**config.mk**
```make
export PLATFORM = sky130hd
export DESIGN_NAME = cam_bitmap_core
export DESIGN_NICKNAME = d
export VERILOG_FILES = /design/src/rtl/cam_bitmap_core.sv
export SDC_FILE = /design/constraint.sdc
export NUM_CORES = 1
export LEC_CHECK = 0
export ABC_CLOCK_PERIOD_IN_PS = 2000
export BUFFER_PORTS_ARGS = -buffer_cell sky130_fd_sc_hd__clkbuf_2
export CAP_MARGIN = 10
export CORE_UTILIZATION = 45
export CTS_CLUSTER_DIAMETER = 200
export DETAILED_ROUTE_END_ITERATION = 8
export PLACE_DENSITY = 0.68
export SYNTH_ARGS = -nofsm -noshare
export SYNTH_HDL_FRONTEND = slang
export SYNTH_SLANG_ARGS = --single-unit
```
**constraint.sdc**
```tcl
create_clock -name clk -period 2 [get_ports clk]
set_clock_uncertainty 0.05 [all_clocks]
set_input_delay 0.2 -clock clk [delete_from_list [all_inputs] [get_ports clk]]
set_output_delay 0.2 -clock clk [all_outputs]
set_load 0.03 [all_outputs]
```
**src/rtl/cam_bitmap_core.sv**
```systemverilog
// rtl/cam_bitmap_core.sv - bitmap CAM with two-cycle erase/set writes; optional CAM_MULTI_MATCH_EN
module cam_bitmap_core #(
  parameter int DATA_WIDTH = 4,
  parameter int ADDR_WIDTH = 2
) (
  input  logic                  clk,
  input  logic                  rst,
  input  logic                  write_enable,
  input  logic [DATA_WIDTH-1:0] din,
  input  logic [ADDR_WIDTH-1:0] write_addr,
  input  logic [DATA_WIDTH-1:0] cmp_din,
  output logic                  busy,
  output logic                  match,
  output logic [ADDR_WIDTH-1:0] match_addr
`ifdef CAM_MULTI_MATCH_EN
  ,
  output logic                  multi_match
`endif
);

  localparam int DEPTH = 1 << ADDR_WIDTH;
  localparam int ROWS  = 1 << DATA_WIDTH;

  localparam logic [0:0] IDLE = 1'b0;
  localparam logic [0:0] SET  = 1'b1;

  logic [0:0]            state;
  logic [DATA_WIDTH-1:0] lat_din;
  logic [ADDR_WIDTH-1:0] lat_addr;

  // One row per data value; bit a set means address a currently holds that value.
  logic [DEPTH-1:0]      bitmap [ROWS];
  // Shadow copy of each address's word so the old row can be found on overwrite.
  logic [DATA_WIDTH-1:0] shadow [DEPTH];
  logic [DEPTH-1:0]      valid;

  logic [DEPTH-1:0]      row;
  logic [ADDR_WIDTH-1:0] enc;

  assign busy = (state == SET);
  assign row  = bitmap[cmp_din];

  // Write sequencer: erase the old row bit on acceptance, set the new one on the following edge.
  always_ff @(posedge clk or negedge rst) begin
    if (!rst) begin
      state    <= IDLE;
      lat_din  <= '0;
      lat_addr <= '0;
      valid    <= '0;
      for (int r = 0; r < ROWS; r++) begin
        bitmap[r] <= '0;
      end
      for (int a = 0; a < DEPTH; a++) begin
        shadow[a] <= '0;
      end
    end else begin
      case (state)
        IDLE: begin
          if (write_enable) begin
            lat_din  <= din;
            lat_addr <= write_addr;
            if (valid[write_addr]) begin
              bitmap[shadow[write_addr]][write_addr] <= 1'b0;
            end
            state <= SET;
          end
        end
        SET: begin
          bitmap[lat_din][lat_addr] <= 1'b1;
          shadow[lat_addr]          <= lat_din;
          valid[lat_addr]           <= 1'b1;
          state                     <= IDLE;
        end
        default: state <= IDLE;
      endcase
    end
  end

  // Priority encoder: lowest set bit of the selected row wins; 0 when the row is empty.
  always_comb begin
    enc = '0;
    for (int i = DEPTH - 1; i >= 0; i--) begin
      if (row[i]) begin
        enc = i[ADDR_WIDTH-1:0];
      end
    end
  end

`ifdef CAM_MULTI_MATCH_EN
  // Compare result register; row & (row-1) is non-zero only when two or more bits are set.
  always_ff @(posedge clk or negedge rst) begin
    if (!rst) begin
      match       <= 1'b0;
      match_addr  <= '0;
      multi_match <= 1'b0;
    end else begin
      match       <= |row;
      match_addr  <= enc;
      multi_match <= |(row & (row - DEPTH'(1)));
    end
  end
`else
  // Compare result register, sampled from the bitmap as it stood before this edge's write update.
  always_ff @(posedge clk or negedge rst) begin
    if (!rst) begin
      match      <= 1'b0;
      match_addr <= '0;
    end else begin
      match      <= |row;
      match_addr <= enc;
    end
  end
`endif

endmodule

```
==> results of run 1 <==
==> synthesized netlist by cell type (all sizes together), types with 2 or more instances <==
cell and number:
a21oi 65, a221oi 2, a22o 7, a22oi 2, and2 2, and3 6, buf 7, clkbuf 20
dfrtp 94, mux2 6, mux4 20, nand2 74, nand2b 9, nand3 12, nand3b 3, nor2 20
nor2b 10, nor3 12, nor3b 3, o21ai 44, o22a 4, or2 5, or3 3, or3b 3
==> path summary, 6_finish.rpt <==
path                                     endpoint  cells past startpoint                   from
min in group asynchronous         match$_DFF_PN0_                      2                    rst
hold / removal             lat_din[2]$_DFFE_PN0P_                      2                 din[2]
setup reg to reg           bitmap[41]$_DFFE_PN0P_                      5  shadow[1]$_DFFE_PN0P_
setup / recovery           bitmap[41]$_DFFE_PN0P_                      5  shadow[1]$_DFFE_PN0P_
hold reg to reg              valid[3]$_DFFE_PN0P_                      1   valid[3]$_DFFE_PN0P_
max in group asynchronous   bitmap[1]$_DFFE_PN0P_                      3                    rst
==> per-layer routing <==
layer,global-route usage [%],vias up
li1,-,1655
met5,0,-
met1,36.5,1881
met4,8.68,0
met3,6.16,25
met2,42.2,173
==> timing repair <==
action,4_1_cts,5_1_grt
endpoints found under the hold margin,44,1
hold buffers,3,1
resized for setup,0,1
setup buffers,0,0
setup endpoints to repair,0,1
==> sequential cells by signal, summed over array words and instances, names as in the netlist <==
signal      flops
bitmap         64
busy            1
lat_addr        2
lat_din         4
match           1
match_addr      2
shadow         16
valid           4
==> worst max-delay path: stages (launching register included) <==
cell      delay (ns)
dfrtp_1         0.39
mux4_2          0.54
and2b_1         0.32
nand3b_1        0.16
o21ai_0         0.21
o21ai_0         0.10
==> final cells by class <==
cell class / instances / area (um^2) / share of cell area, %
flip-flops and latches: 94 / 2350 / 45.1
multi-input cells: 320 / 2030 / 39.0
repair buffers: 52 / 413 / 7.92
well taps: 133 / 166 / 3.19
clock buffers: 10 / 128 / 2.45
clock inverters: 6 / 115 / 2.21
inverters: 1 / 3.75 / 0.0720
==> logic make-up (layout without fill, tap and decap cells) <==
| kind of cell | after synthesis | in the layout | share of synthesized area (%) |
|---|---|---|---|
| compound gates | 128 | 128 | 15.6 |
| buf+inv | 28 | 69 | 2.83 |
| flops | 94 | 94 | 52.1 |
| mux | 26 | 26 | 11.5 |
| simple gates | 166 | 166 | 18.0 |
==> power breakdown <==
part | switching, mW | internal [mW]
logic | 0.966 | 0.844
registers | 0.444 | 2.54
clock network | 0.706 | 0.840
total | 2.12 | 4.23
==> metrics by stage <==
step | hold slack, ns | worst slack, ns | power, mW
after detailed placement | 0.189 | 0.0532 | 4.79
after CTS | 0.00463 | 0.118 | 6.32
final | 0.00910 | 0.0970 | 6.34
after floorplan | -0.146 | 0.133 | 4.11
after global placement | 0.174 | 0.0406 | 4.69
after global routing | 0.00945 | 0.00481 | 6.70
==> results.md, run 1 <==
- Outcome: finished, final reports clean
- Power Density: 1220 nW/um^2
- Final period utilization: 95.1%
- Library cells used by synthesis: 40
- Routed vias/inst: 6.06
- Vias post-DR: 3,734
- RSZ-0062 raised after global routing: false
- I/O Buffers: 16
- Synth top area share: 52.1%
- Core area: 9730 um^2
- Worst hold path type: in2reg
- Peak supply drop: 0.000627 V
- Clock tree buffer depth: 2
- Initial drt markers: 245
- Dpl cells: 596
- Fmax: 525 MHz
- Critical setup path kind: reg2reg
- Die Ht: 102 um
- Post-synth EDFFs: 0
- Post-route insts no fill: 616
- Most used DFF post-synth: dfrtp_1
- TritonCTS Buffers: 9
- Worst-skew pair later-pin latency: 0.37 ns
- Post-layout util: 53.6%
- WP data required: 2.21 ns
- # fillers: 855
- Syn nets: 455
- Routed length on met3: 882 um
- Synth top area cells: dfrtp_1 (52%), mux4_2 (10%), a21oi_1 (7.2%), nand2_1 (6.2%), o21ai_0 (4.2%)
- WL met2: 6.02 mm
- Final WL: 12.5 mm
- Worst Max-Slew Pin Slew: 0.574 ns
- Htree depth: 3
- Remaining antenna violation count: 0
- Cell taking the most area after synthesis: dfrtp_1
- M1 WL: 5.34 mm
- # setup viols final: 0
- CP Capture Type: flip-flop
- DIE AREA: 10,400 um^2
- Synth-to-Final Area Change: 15.5%
- CTS tree: built
- Post-DR wirelength/cell: 20.3 um
- Fin. max-slew vios: 0
- Largest net degree at the start of global routing: 45
- Synth Instances: 442
- Root buffer cell: clkbuf_8
- Synthesized flop and latch total: 94
- CTS sink cnt: 94
- Critical path fanouts, max: 7
- Most frequent cells in the layout: dfrtp_1 (94), nand2_1 (74), a21oi_1 (65)
- Reg clk slew, reported paths: 0.10 ns
- Ports: 17
- Setup TNS: 0 ns
- Final HPWL DP: 9.00 mm
- Fraction of layout cells with a size suffix above 1: 20.5%
- Post-synth ARST share: 100%
- Vias in the first global route: 3,687
- Max-Cap Viols: 0
- Site Rows: 36
- DRC: 0
- Nets: 491
- Mapped Area: 4510 um^2
- Post-layout instance area: 5210 um^2
- First-pass GRT wire length: 20.1 mm
- Top layer in use: met4
- Critical Path AT: 2.11 ns
- Initial antenna violation count: 0
- Die width: 102 um
- Initial Util: 46.4%
- Global route total overflow: 0
- Commonest non-fill, non-tap cell in the layout: dfrtp_1
- Synth warn: 0
- Placed cell areas: 4930 um^2
- Critical path startpoint category: flip-flop
- Total iterations of the first detailed-routing run: 5
- Gr usage total: 26.6%
- Fin. Hold Viols: 0
- Leak: 2.08 nW
- Flop2flop setup slack: 0.1 ns
- Worst slew margin: 61.5%
- Mapped Avg Cell Area: 10.2 um^2
- Seq/Total Area, Yosys: 52.1%
- Tmin final: 1.90 ns
- ANT cells: 0
- Final GP Congestion: 1.01
No activity file was read; power rests on OpenSTA's default activity.
==> run 2, diff against run 1 <==
CORE_UTILIZATION = 30   (was 45)
PLACE_DENSITY = 0.52   (was 0.68)
==> run 2 against run 1 <==
- hold slack improved by 0.015 ns
- worst setup slack got worse by 0.028 ns
- combinational power barely moved
- utilization fell by 17 points
- die area rose by 49%
- non-clock buffer count did not move
- clock-buffer cell count did not move
- sequential power barely moved
- first-iteration DRC count rose by 38%
- global-route usage fell by 8.7 points
- critical endpoint is now bitmap[63]$_DFFE_PN0P_
- largest cell class unchanged
==> results.md, run 2 (synthesis gave the netlist of run 1 again) <==
- Reg with most FFs: bitmap
- I/O Buffers: 16 (unchanged)
- Routed vias/inst: 5.38 (-11%)
- Sequential power share: 44.3% (-2.8 points)
- Site Rows: 44 (+22%)
- Final HPWL DP: 9.41 mm (+4.6%)
- Ports: 17 (unchanged)
- Fin. max-slew vios: 0 (unchanged)
- Clock tree buffer depth: 2 (unchanged)
- Post-layout instance area: 5370 um^2 (+3.0%)
- Placed cell areas: 5020 um^2 (+1.9%)
- Die width: 125 um (+22%)
- Worst slew margin: 65.1% (+3.6 points)
- RR Startpoint: shadow[0]$_DFFE_PN0P_
- Post-layout util: 36.8% (-17 points)
- Critical path startpoint category: flip-flop
- Logic pwr share: 27.3% (-1.2 points)
- Htree depth: 3 (unchanged)
- First-pass GRT wire length: 21.0 mm (+4.2%)
- Gr usage total: 17.9% (-8.7 points)
- Nets: 491 (unchanged)
- CTS sink cnt: 94 (unchanged)
- Reg clk slew, reported paths: 0.07 ns (-0.03 ns)
- TritonCTS Buffers: 9 (unchanged)
- Commonest non-fill, non-tap cell in the layout: dfrtp_1
- Crit path capture: bitmap[63]$_DFFE_PN0P_
- CP startpoint: shadow[0]$_DFFE_PN0P_
- Peak supply drop: 0.000814 V (+30%)
- Clock Power Share: 28.4% (+4.0 points)
- Largest net degree at the start of global routing: 83 (+84%)
- Global route total overflow: 0 (unchanged)
- Worst hold path type: in2reg
- Reg-to-reg endpoint: bitmap[63]$_DFFE_PN0P_
- # fillers: 1,436 (+68%)
- Hold WS: 0.0243 ns (+0.0152 ns)
- Initial Util: 30.9% (-15 points)
- Remaining antenna violation count: 0 (unchanged)
- Flop2flop setup slack: 0.07 ns (-0.03 ns)
- CTS tree: built
- Final GP Congestion: 0.885 (-12%)
- RSZ-0062 raised after global routing: false
- Worst-skew pair later-pin latency: 0.36 ns (about the same)
- Critical setup path kind: reg2reg
- DRC: 0 (unchanged)
- Vias post-DR: 3,590 (-3.9%)
- Total iterations of the first detailed-routing run: 5 (unchanged)
- Die Ht: 125 um (+22%)
- Fmax: 518 MHz (-1.5%)
- Max FFs per register: 64 (unchanged)
- Pint: 4.55 mW (+7.6%)
- DIE AREA: 15,500 um^2 (+49%)
- Core area: 14,600 um^2 (+50%)
- Worst Max-Slew Pin Slew: 0.524 ns (-0.0497 ns)
- Setup TNS: 0 ns (unchanged)
- Synth-to-Final Area Change: 18.9%
- Overall Power: 6.71 mW (+5.8%)
- Critical path fanouts, max: 4 (-3)
- Initial antenna violation count: 0 (unchanged)
- Sw frac: 32.2% (-1.1 points)
- Outcome: finished, final reports clean
- Final period utilization: 96.6% (+1.4 points)
- Most frequent cells in the layout: dfrtp_1 (94), nand2_1 (74), a21oi_1 (65)
- Register area: 2350 um^2 (unchanged)
- Post-DR wirelength/cell: 19.7 um (-2.8%)
- Tmin final: 1.93 ns (+0.0283 ns)
- Final WL: 13.2 mm (+5.3%)
- # setup viols final: 0 (unchanged)
- Leak: 2.13 nW (+2.5%)
- Max-Cap Viols: 0 (unchanged)
- Largest regs: bitmap: 64 flops, shadow: 16 flops
- Setup Fix Bufs, Post-CTS: 0 (unchanged)
- Net Switching: 2.16 mW (+2.2%)
- Fraction of layout cells with a size suffix above 1: 21.9% (+1.4 points)
- R2R depth: 5 (unchanged)
- WP data required: 2.19 ns (-0.02 ns)
- Critical Path AT: 2.12 ns (about the same)
- Footprint of the multi-input gates: 2040 um^2 (+0.43%)
- Power Density: 1250 nW/um^2 (+2.8%)
- Root buffer cell: clkbuf_16
- Fin. Hold Viols: 0 (unchanged)
- CP Capture Type: flip-flop
- ANT cells: 0 (unchanged)
- Initial drt markers: 337 (+38%)
- Vias in the first global route: 3,664 (-0.62%)
==> run 2: cell count changes in the layout (fill, tap and decap cells not counted), sizes merged <==
cell,change
buf,+3
clkinv,+3
dlygate4sd3,-3
bufinv,-1
clkinvlp,-1
inv,-1
==> run 2: worst min path at each step <==
| stage | from | to | slack (ns) | cells after the start |
|---|---|---|---|---|
| floorplan | rst | bitmap[0]$_DFFE_PN0P_ | -0.15 | 0 |
| global placement | rst | lat_addr[1]$_DFFE_PN0P_ | 0.007 | 1 |
| detailed placement | rst | lat_addr[1]$_DFFE_PN0P_ | 0.01 | 1 |
| CTS | din[0] | lat_din[0]$_DFFE_PN0P_ | 0.02 | 2 |
| global route | din[0] | lat_din[0]$_DFFE_PN0P_ | 0.03 | 2 |
| finish | din[0] | lat_din[0]$_DFFE_PN0P_ | 0.02 | 2 |
==> run 2: power groups by stage <==
stage	clock, mW	combinational, mW	sequential [mW]
2_1_floorplan	0	1.28	2.83
3_3_place_gp	0	1.78	2.98
3_5_place_dp	0	1.83	2.98
4_1_cts	1.94	1.83	2.96
5_1_grt	2.02	2.04	3.04
6_report	1.91	1.83	2.97
==> run 2: through the flow <==
stage	std cells	worst slack, ns
finish	667	0.0687
global route	667	0.0000768
CTS	667	0.0880
detailed placement	650	-0.0169
global placement	650	0.0233
floorplan	442	0.133
==> run 2: final cells by class <==
type | count | share of cell area [%]
sequential | 94 | 43.8
tap | 184 | 4.29
multi-input combinational | 320 | 38.1
clock buffer | 10 | 4.45
clock inverter | 6 | 1.75
inverter | 1 | 0.0699
timing repair buffer | 52 | 7.55
==> run 2: worst max-delay path, stage by stage, from the launching register on <==
cell and delay [ns]:
dfrtp_1 0.39, mux4_2 0.52, or2_1 0.27, nor3_2 0.31, nand2_1 0.09, a22o_1 0.18
==> run 2: what timing repair did <==
item,4_1_cts,5_1_grt
hold endpoints to repair,15,0
setup endpoints to repair,0,7
hold buffers,1,0
gates resized for setup,0,2
==> run 2: layer usage <==
metal	part of all wire (%)	track usage (%)	vias up
met5	0	0	-
met4	3.3	9.00	0
met3	6.1	3.99	27
met2	46	27.3	141
met1	45	23.9	1768
li1	-	-	1654
==> run 3, diff against run 2 <==
CAP_MARGIN = 20   (was 10)
CORE_ASPECT_RATIO = 0.6   (was default)
CORE_MARGIN = 5   (was default)
==> run 3 against run 2 <==
- clock-buffer cell count is 1 higher
- critical path type unchanged
- sequential share of layout area is 0.31 points lower
- first-iteration DRC count is 18% higher
- die area is 14% higher
- routed wire length is 9.0% higher
- hold slack better by 0.022 ns
- critical path depth stayed put
- global-route usage is 1.0 points lower
- cell count is 2.7% higher
- via count is 3.2% higher
- power is 1.7% higher
- worst setup slack worse by 0.029 ns
==> results.md, run 3 (synthesis gave the netlist of run 1 again) <==
- WP data required: 2.18 ns (about the same)
- Critical Path Slowest Stage Cell: mux4_2
- Nets: 495 (+0.81%)
- Post-layout util: 37.0% (+0.17 points)
- Peak supply drop: 0.000503 V (-38%)
- RSZ-0062 raised after global routing: true
- Core area: 14,600 um^2 (+0.31%)
- Leak: 2.14 nW (+0.49%)
- Critical path fanouts, max: 4 (unchanged)
- Total iterations of the first detailed-routing run: 5 (unchanged)
- Largest net degree at the start of global routing: 95 (+14%)
- Vias in the first global route: 3,670 (+0.16%)
- Site Rows: 34 (-23%)
- DIE AREA: 17,700 um^2 (+14%)
- Most frequent cells in the layout: dfrtp_1 (93), nand2_1 (74), a21oi_1 (65)
- Final HPWL DP: 10.4 mm (+10%)
- Final period utilization: 98.0% (+1.5 points)
- Crit path max-delay family: simple AND/OR/NAND/NOR gates
- # fillers: 1,470 (+2.4%)
- Max-Cap Viols: 0 (unchanged)
- Remaining antenna violation count: 0 (unchanged)
- Fmax: 510 MHz (-1.5%)
- I/O Buffers: 16 (unchanged)
- Power Density: 1260 nW/um^2 (+0.96%)
- Post-route insts no fill: 685 (+2.7%)
- Register area: 2350 um^2 (about the same)
- # setup viols final: 0 (unchanged)
- Ports: 17 (unchanged)
- Worst Max-Slew Pin Slew: 0.626 ns (+0.102 ns)
- Flop2flop setup slack: 0.04 ns (-0.03 ns)
- Outcome: finished, final reports clean
- TritonCTS Buffers: 9 (unchanged)
- CTS sink cnt: 94 (unchanged)
- Htree depth: 3 (unchanged)
- Overall Power: 6.83 mW (+1.7%)
- Critical setup path kind: reg2reg
- Tmin final: 1.96 ns (+0.0291 ns)
- Final GP Congestion: 0.914 (+3.3%)
- Gr usage total: 16.9% (-1.0 points)
- Initial antenna violation count: 0 (unchanged)
- Die Ht: 105 um (-16%)
- Clock tree buffer depth: 2 (unchanged)
- Worst-skew pair later-pin latency: 0.34 ns (-0.02 ns)
- Fin. Hold Viols: 0 (unchanged)
- CTS tree: built
- Buffers plus inverters on the worst setup path: 0 (unchanged)
- CP Capture Type: flip-flop
- Max FFs per register: 64 (unchanged)
- Footprint of the multi-input gates: 2050 um^2 (+0.18%)
- Worst path cell trace: mux4_2 > or2_4 > nor3_4 > nand2_1 > a22o_1
- Worst hold path type: in2reg
- Largest regs: bitmap: 64 flops, shadow: 16 flops
- Root buffer cell: clkbuf_16
- Global route total overflow: 0 (unchanged)
- Commonest non-fill, non-tap cell in the layout: dfrtp_1
- Post-DR wirelength/cell: 20.9 um (+6.2%)
- Initial drt markers: 397 (+18%)
- Hold WS: 0.0465 ns (+0.0222 ns)
- Fin. max-slew vios: 0 (unchanged)
- Reg clk slew, reported paths: 0.07 ns (about the same)
- Post-Place Setup Slack: -0.118 ns (-0.101 ns)
- Vias post-DR: 3,706 (+3.2%)
- Critical path startpoint category: flip-flop
- First-pass GRT wire length: 22.5 mm (+7.3%)
- Die width: 168 um (+35%)
- Synth-to-Final Area Change: 19.8%
- Final worst slack: 0.0396 ns (-0.0291 ns)
- Critical Path AT: 2.14 ns (+0.02 ns)
- Worst slew margin: 57.9% (-7.1 points)
- Initial Util: 30.8% (-0.095 points)
- Fraction of layout cells with a size suffix above 1: 22.8% (+0.85 points)
- Dpl cells: 667 (+2.6%)
- ANT cells: 0 (unchanged)
- Routed vias/inst: 5.41 (+0.52%)
- Crit path largest cell delay: 0.53 ns (about the same)
- Final WL: 14.3 mm (+9.0%)
- DRC: 0 (unchanged)
- Reg with most FFs: bitmap
[run 3: repair_timing]
item                       CTS  global route
gates resized for setup      1             6
buffers inserted             0             1
hold buffers                 1             0
setup endpoints to repair    2            15
hold endpoints to repair    94             0
cloned                       0             0
pin swaps                    0             3
[run 3: worst reg2reg max path: stages, from the launching register on]
cell,delay (ns)
dfrtp_1,0.40
mux4_2,0.53
or2_4,0.28
nor3_4,0.30
nand2_1,0.10
a22o_1,0.19
[run 3: area by class of cell]
cell class | instances | area share, %
clock inverters | 5 | 1.50
flip-flops and latches | 94 | 43.5
well taps | 198 | 4.58
clock buffers | 11 | 4.67
multi-input cells | 320 | 37.8
inverters | 1 | 0.0694
repair buffers | 56 | 7.82
[run 3: routing by layer]
metal | up-vias | track usage [%] | share of wire [%]
li1 | 1658 | - | -
met1 | 1877 | 26.4 | 50
met2 | 155 | 21.6 | 38
met3 | 16 | 6.57 | 10
met4 | 0 | 3.65 | 1.0
met5 | - | 0 | 0
[run 3: power breakdown]
| part | internal, mW | switching, mW |
|---|---|---|
| logic | 0.900 | 1.05 |
| clock network | 1.16 | 0.730 |
| registers | 2.55 | 0.436 |
[run 3: per-stage QoR]
stage	cell area, um^2	TNS [ns]
floorplan	4510	0
global placement	5040	-0.274
finish	5410	0
detailed placement	5040	-0.423
CTS	5390	0
global route	5410	-0.00937
[run 3: path summary, 6_finish.rpt]
check,from,cells after the start,endpoint
setup / recovery,shadow[1]$_DFFE_PN0P_,5,bitmap[63]$_DFFE_PN0P_
hold / removal,din[2],2,lat_din[2]$_DFFE_PN0P_
setup reg to reg,shadow[1]$_DFFE_PN0P_,5,bitmap[63]$_DFFE_PN0P_
hold reg to reg,valid[3]$_DFFE_PN0P_,1,valid[3]$_DFFE_PN0P_
max in group asynchronous,rst,3,busy$_DFF_PN0_
min in group asynchronous,rst,3,bitmap[60]$_DFFE_PN0P_
